[src/rtl/controller_sequencer.sv]
// rtl/controller_sequencer.sv - T1..T6 ring-counter control sequencer for an 8-bit accumulator machine
//
// Optional feature: define CTRL_JMP_EN to add the pc_load port and the JMP (0011) opcode.
//
// Ports:
//   clk, rst          clock; synchronous active-high reset
//   ena               step enable; low freezes the ring and gates every control off
//   instr[7:0]        instruction register contents, opcode in [7:4]
//   pc_out, pc_inc    program counter bus drive / increment
//   pc_load           program counter load from bus (CTRL_JMP_EN only)
//   mar_load          memory address register load
//   ram_out           RAM bus drive
//   ir_load, ir_out   instruction register load / operand nibble bus drive
//   a_load, a_out     accumulator load / bus drive
//   b_load            B register load
//   alu_sub, alu_out  ALU subtract select / bus drive
//   out_load          output register load
//   tstate[5:0]       one-hot T-state, bit0 = T1
//   halted            high after HLT until reset

module controller_sequencer (
  input  logic       clk,
  input  logic       rst,
  input  logic       ena,
  input  logic [7:0] instr,
  output logic       pc_out,
  output logic       pc_inc,
`ifdef CTRL_JMP_EN
  output logic       pc_load,
`endif
  output logic       mar_load,
  output logic       ram_out,
  output logic       ir_load,
  output logic       ir_out,
  output logic       a_load,
  output logic       a_out,
  output logic       b_load,
  output logic       alu_sub,
  output logic       alu_out,
  output logic       out_load,
  output logic [5:0] tstate,
  output logic       halted
);

  typedef enum logic [5:0] {
    T1 = 6'b000001,
    T2 = 6'b000010,
    T3 = 6'b000100,
    T4 = 6'b001000,
    T5 = 6'b010000,
    T6 = 6'b100000
  } t_state_e;

  localparam logic [3:0] OP_LDA = 4'h0;
  localparam logic [3:0] OP_ADD = 4'h1;
  localparam logic [3:0] OP_SUB = 4'h2;
`ifdef CTRL_JMP_EN
  localparam logic [3:0] OP_JMP = 4'h3;
`endif
  localparam logic [3:0] OP_OUT = 4'hE;
  localparam logic [3:0] OP_HLT = 4'hF;

  t_state_e   state_q, state_d;
  logic       halted_q, halted_d;
  logic [3:0] opcode;
  logic       active;
  logic       unused_operand;

  assign opcode         = instr[7:4];
  assign unused_operand = ^instr[3:0];
  assign active         = ena && !halted_q;
  assign tstate         = state_q;
  assign halted         = halted_q;

  always_ff @(posedge clk) begin
    if (rst) begin
      state_q  <= T1;
      halted_q <= 1'b0;
    end else begin
      state_q  <= state_d;
      halted_q <= halted_d;
    end
  end

  // Next state and control decode. The opcode is only looked at in T4..T6,
  // so instr may change freely during fetch without disturbing the outputs.
  always_comb begin
    state_d  = state_q;
    halted_d = halted_q;
    pc_out   = 1'b0;
    pc_inc   = 1'b0;
`ifdef CTRL_JMP_EN
    pc_load  = 1'b0;
`endif
    mar_load = 1'b0;
    ram_out  = 1'b0;
    ir_load  = 1'b0;
    ir_out   = 1'b0;
    a_load   = 1'b0;
    a_out    = 1'b0;
    b_load   = 1'b0;
    alu_sub  = 1'b0;
    alu_out  = 1'b0;
    out_load = 1'b0;

    if (active) begin
      case (state_q)
        T1: begin
          state_d  = T2;
          pc_out   = 1'b1;
          mar_load = 1'b1;
        end
        T2: begin
          state_d = T3;
          pc_inc  = 1'b1;
        end
        T3: begin
          state_d = T4;
          ram_out = 1'b1;
          ir_load = 1'b1;
        end
        T4: begin
          // HLT parks the ring on T4; only reset releases it.
          if (opcode == OP_HLT) begin
            halted_d = 1'b1;
          end else begin
            state_d = T5;
          end
          case (opcode)
            OP_LDA, OP_ADD, OP_SUB: begin
              ir_out   = 1'b1;
              mar_load = 1'b1;
            end
`ifdef CTRL_JMP_EN
            OP_JMP: begin
              ir_out  = 1'b1;
              pc_load = 1'b1;
            end
`endif
            OP_OUT: begin
              a_out    = 1'b1;
              out_load = 1'b1;
            end
            default: ;
          endcase
        end
        T5: begin
          state_d = T6;
          case (opcode)
            OP_LDA: begin
              ram_out = 1'b1;
              a_load  = 1'b1;
            end
            OP_ADD: begin
              ram_out = 1'b1;
              b_load  = 1'b1;
            end
            OP_SUB: begin
              ram_out = 1'b1;
              b_load  = 1'b1;
              alu_sub = 1'b1;
            end
            default: ;
          endcase
        end
        T6: begin
          state_d = T1;
          case (opcode)
            OP_ADD: begin
              alu_out = 1'b1;
              a_load  = 1'b1;
            end
            OP_SUB: begin
              alu_out = 1'b1;
              a_load  = 1'b1;
              alu_sub = 1'b1;
            end
            default: ;
          endcase
        end
        // A corrupted (non-one-hot) ring drives nothing and restarts at T1.
        default: state_d = T1;
      endcase
    end
  end

endmodule

[config.mk]
export PLATFORM = sky130hd
export DESIGN_NAME = controller_sequencer
export DESIGN_NICKNAME = d
export VERILOG_FILES = /design/src/rtl/controller_sequencer.sv
export SDC_FILE = /design/constraint.sdc
export NUM_CORES = 1
export LEC_CHECK = 0
export CAP_MARGIN = 20
export CORE_AREA = 4 4 44 46
export DETAILED_ROUTE_END_ITERATION = 10
export DIE_AREA = 0 0 48 50
export PLACE_DENSITY = 0.8
export SETUP_SLACK_MARGIN = 0.3
export SYNTH_ARGS = -nofsm -noshare
export SYNTH_HDL_FRONTEND = slang
export SYNTH_SLANG_ARGS = --single-unit
[constraint.sdc]
create_clock -name clk -period 2.2 [get_ports clk]
set_input_delay 0.44 -clock clk [delete_from_list [all_inputs] [get_ports clk]]
set_output_delay 0.44 -clock clk [all_outputs]
set_load 0.02 [all_outputs]
### After elaboration in Yosys (flattened, before gate mapping)

Cells that the tools add are included.

| operators by class | value |
|---|---|
| equal/unequal tests | 11 |
| reductions and logical operators | 8 |
| multiplexer cells | 29 |

Operators by type and width:

| operator | number |
|---|---|
| $pmux 6 s5 | 1 |
| $mux 1 | 24 |
| $eq 4x4->1 const B | 2 |
| $eq 6x1->1 const B | 1 |
| $eq 6x2->1 const B | 1 |
| $eq 6x3->1 const B | 1 |
| $eq 6x4->1 const B | 1 |
| $eq 6x5->1 const B | 1 |
| $eq 6x6->1 const B | 1 |
| $mux 6 | 1 |
| $pmux 1 s2 | 3 |
| $eq 4x1->1 const B | 1 |
| $eq 4x2->1 const B | 1 |
| $logic_not 4->1 | 1 |
| $reduce_or 2->1 | 2 |
| $reduce_and 3->1 | 1 |
| $reduce_or 3->1 | 1 |
| $ne 2x2->1 const B | 1 |
| $reduce_and 2->1 | 1 |
| $logic_and 1x1->1 | 1 |
| $logic_not 1->1 | 1 |

| storage, ports and cells | value |
|---|---|
| output and inout port bits | 19 |
| bits in registers | 7 |

### Depth between registers and ports, before layout

| logic depth | value |
|---|---|
| depth in word-level cells | 5 |
| depth in mapped cells | 5 |
| mapped depth without buffers | 3 |

### Worst setup path after synthesis

No wires, ideal clock.

| timing | value |
|---|---|
| path type | register to output |
| start point | register state_q[5] (netlist: tstate[5]) |
| end point | output out_load |
| path slack | -0.014 ns |
| data required time | 1.760 ns |
| arrival time | 1.774 ns |
| stages on the path, launching flop included | 6 |
| path buffers | 2 |
| cell sequence | dfxtp_1 -> nor4_4 -> buf_6 -> nand2_1 -> nor3_1 -> buf_4 |

| between the ends | value |
|---|---|
| word-level cells in the longest chain between the ends | 3 |

Ends and longest elaborated chain:

| what | line | RTL |
|---|---|---|
| start: declaration | 63 | `t_state_e state_q, state_d;` |
| start signal: assignment | 80 | `state_q <= state_d;` |
| $eq 6x4->1 | - |  |
| $mux 1 (2 in a row) | - |  |
| end: declaration | 40 | `output logic out_load,` |

No other way between the ends.

### Worst setup path after layout

| timing | value |
|---|---|
| start point | register state_q[0] (netlist: tstate[0]) |
| end point | output alu_sub |

| between the ends | value |
|---|---|
| word-level cells in the longest chain between the ends | 4 |
| elaborated cells between the ends (all ways) | 5 |

Ends and longest elaborated chain:

| what | line | RTL |
|---|---|---|
| $eq 6x6->1 / $eq 6x5->1 (equally long branches) | 107 | `case (state_q)` |
| $reduce_or 2->1 (no line) * | - |  |
| $mux 1 * | - |  |
| $mux 1 * | 106 | `if (active) begin` |
| end: declaration | 38 | `output logic alu_sub,` |

Every way passes the cells marked *; elsewhere a longest branch is shown, timed or not.

==> results <==
repair_timing:
item / CTS / global route
gates resized for setup: 88 / 20
endpoints found under the setup margin: 13 / 13
pin swaps: 7 / 11
setup buffers: 9 / 2
cloned: 0 / 0
layer usage:
metal,vias up,wire length (µm)
met5,-,0
met4,0,61
met3,7,153
met2,34,1370
met1,413,1070
li1,391,-
through the flow:
stage / setup TNS [ns] / worst slack, ns / instance area [µm²] / power (mW) / instances
4_1_cts: 0 / 0.134 / 1140 / 0.429 / 145
2_1_floorplan: 0 / 0.282 / 643 / 0.215 / 77
6_report: 0 / 0.134 / 1220 / 0.453 / 147
5_1_grt: 0 / 0.0881 / 1220 / 0.474 / 147
3_3_place_gp: -4.68 / -0.593 / 1020 / 0.279 / 132
3_5_place_dp: -4.87 / -0.613 / 1020 / 0.280 / 132
worst paths after layout:
check | endpoint | slack [ns] | depth (start not counted)
setup reg to reg | tstate[0]$_SDFFE_PP1P_ | 0.45 | 9
hold reg to reg | halted$_SDFFE_PP0P_ | 0.63 | 3
hold / removal | halted$_SDFFE_PP0P_ | 0.61 | 4
setup / recovery | alu_sub | 0.13 | 5
placed cells by master, fill, tap and decap left out, types with 2 or more instances in the layout:
| master | netlist | layout |
|---|---|---|
| dfxtp_4 | 0 | 2 |
| nand2_4 | 0 | 3 |
| inv_1 | 2 | 2 |
| dfxtp_2 | 0 | 4 |
| dlygate4sd2_1 | 0 | 2 |
| buf_6 | 1 | 8 |
| a31oi_1 | 2 | 2 |
| nand3_2 | 0 | 3 |
| nor4_4 | 1 | 3 |
| nor2b_1 | 8 | 3 |
| nor2b_2 | 0 | 4 |
| clkdlybuf4s50_1 | 0 | 8 |
| buf_4 | 1 | 35 |
| mux2i_1 | 3 | 3 |
| a211oi_2 | 2 | 2 |
| nand2_1 | 7 | 5 |
| clkbuf_4 | 0 | 3 |
| nand2b_1 | 5 | 5 |
| nand3b_1 | 3 | 3 |
| nor2_1 | 6 | 6 |
worst register-to-register path, stage by stage (launching register included):
cell	delay, ns
dfxtp_4	0.37
nor4_4	0.39
buf_4	0.18
buf_4	0.10
buf_4	0.09
buf_4	0.09
buf_4	0.09
buf_4	0.09
a22oi_1	0.07
a31o_1	0.19
cell type report:
type | instances | area [µm²]
Clock buffer | 4 | 26.3
Fill cell | 102 | 290
Inverter | 2 | 7.51
Multi-Input combinational cell | 63 | 549
Sequential cell | 7 | 153
Tap cell | 16 | 20.0
Timing Repair Buffer | 55 | 460
flip-flops by register name, indices dropped and copies added (netlist names):
signal / flops
halted: 1
tstate: 6
power by group:
part / total (mW) / internal (mW) / switching, mW
logic: 0.181 / 0.0948 / 0.0861
clock network: 0.128 / 0.0699 / 0.0581
registers: 0.144 / 0.133 / 0.0113
total: 0.453 / 0.297 / 0.155
cell families (layout without fill, tap and decap cells):
kind of cell           Yosys count  count (layout)  share of synthesized area [%]
AO/OA/AOI/OAI                   16              16                           22.0
flip-flops                       7               7                           22.4
AND/OR/NAND/NOR                 44              44                           44.7
multiplexers                     3               3                           4.79
buffers and inverters            7              61                           6.19
==> results.cfg <==
[run_status]
status = finished, final reports clean

[global_route]
grtUsageMet3_pct = 4.73
grt_pass1_vias = 822
grt_pass1_wl_um = 3800
track_usage_pct = 21.8
grt_max_degree = 11
busiest_layer = met2
grt_use_met2_pct = 36.8
use_met1_pct = 25.4
overflow = 0
antenna_found_initial = 0

[route]
drt_iter0_drc = 26
drtPass1Iterations = 4
ant_nets = 0
post_drt_wl_per_cell_um = 18.1
routed_wl_um = 2650
vias = 845
vias_per_cell = 5.75
drc_errors = 0

[clocking]
cts_tree = built
hold_buffers = 0
cts_made_buffers = 3
htreeDepth = 1
clk_pin_slew_ns = 0.06
clk-insertion-delay-late_ns = 0.26
clk_path_buf_depth = 2
clock_sinks = 7
root_buffer = clkbuf_4

[critical_path]
crit_path_start = tstate[0]$_SDFFE_PP1P_
cp_slowest_stage_delay_ns = 0.39
crit_path_start_kind = flip-flop
critPathTopFamily = simple AND/OR/NAND/NOR gates
crit_path_max_fanout = 5
critical_path_class = flip-flop to primary output
crit_slowest_cell = nor4_4
critical_path.endpoint_type = primary output
path_cells = nor4_4 > buf_6 > nand2_4 > a211oi_2 > buf_4
cp.required_ns = 1.76
crit_arrival_ns = 1.63
worst-path-buf-inv = 2
r2r-start = tstate[0]$_SDFFE_PP1P_

[finish]
area_growth_pct = 94.0
drive_above_1_share_pct = 59.5
postLayoutCoreUtil_pct = 80.7
diodes = 0
nets = 143

[synthesis]
ys_ff_latch = 7
synth.most_common_cell = nor2b_1
synth_top_area_share_pct = 22.4
yosysSeqAreaShare_pct = 22.4
yosys.area.top_type = dfxtp_1
yosysUniqueCellTypes = 35
ys.flop_type = dfxtp_1
synthTopCellsByCount = 8 x nor2b_1, 7 x dfxtp_1, 7 x nand2_1
ys_warn_count = 0
syn_nets = 88
syn_area_um2 = 627
synth_edf_count = 0
async_reset_ff_share_pct = 0
avgSynthCellArea_um2 = 8.14
synthCells = 77
synthTopCellsByArea = dfxtp_1 22%, nor2b_1 8.0%, nand2b_1 5.0%

[power_and_ir_drop]
p_leak_nw = 0.545
ir_worst_vdd_mv = 0.343
p_per_area_mw_per_mm2 = 372

[sta]
rsz0062_at_grt = yes
timing.final.crit_period_ns = 2.07
slew_viol_final = 0
clock_skew_ns = 0.00696
fin_hold_ws_ns = 0.613
maxSlewHeadroom_pct = 73.8
fmaxAchievable_ghz = 0.484
worstMarginPinSlew_ns = 0.393
setup_violations = 0
period_share_pct = 93.9
hold_viol = 0

[die]
num_rows = 14
pin_count = 30
die_h_um = 50
core_area_mm2 = 0.00151
die_area_mm2 = 0.00240
start_util_pct = 41.6
die_w_um = 48

[job]
maxCapViolations = 0

[placed_design]
gp_congestion = 0.837
port-buffer-count = 25
dp_hpwl_um = 1480

[worst_hold_path]
hp-class = input port to flip-flop
worstHoldStart = ena
No activity file was read; power rests on OpenSTA's default activity.
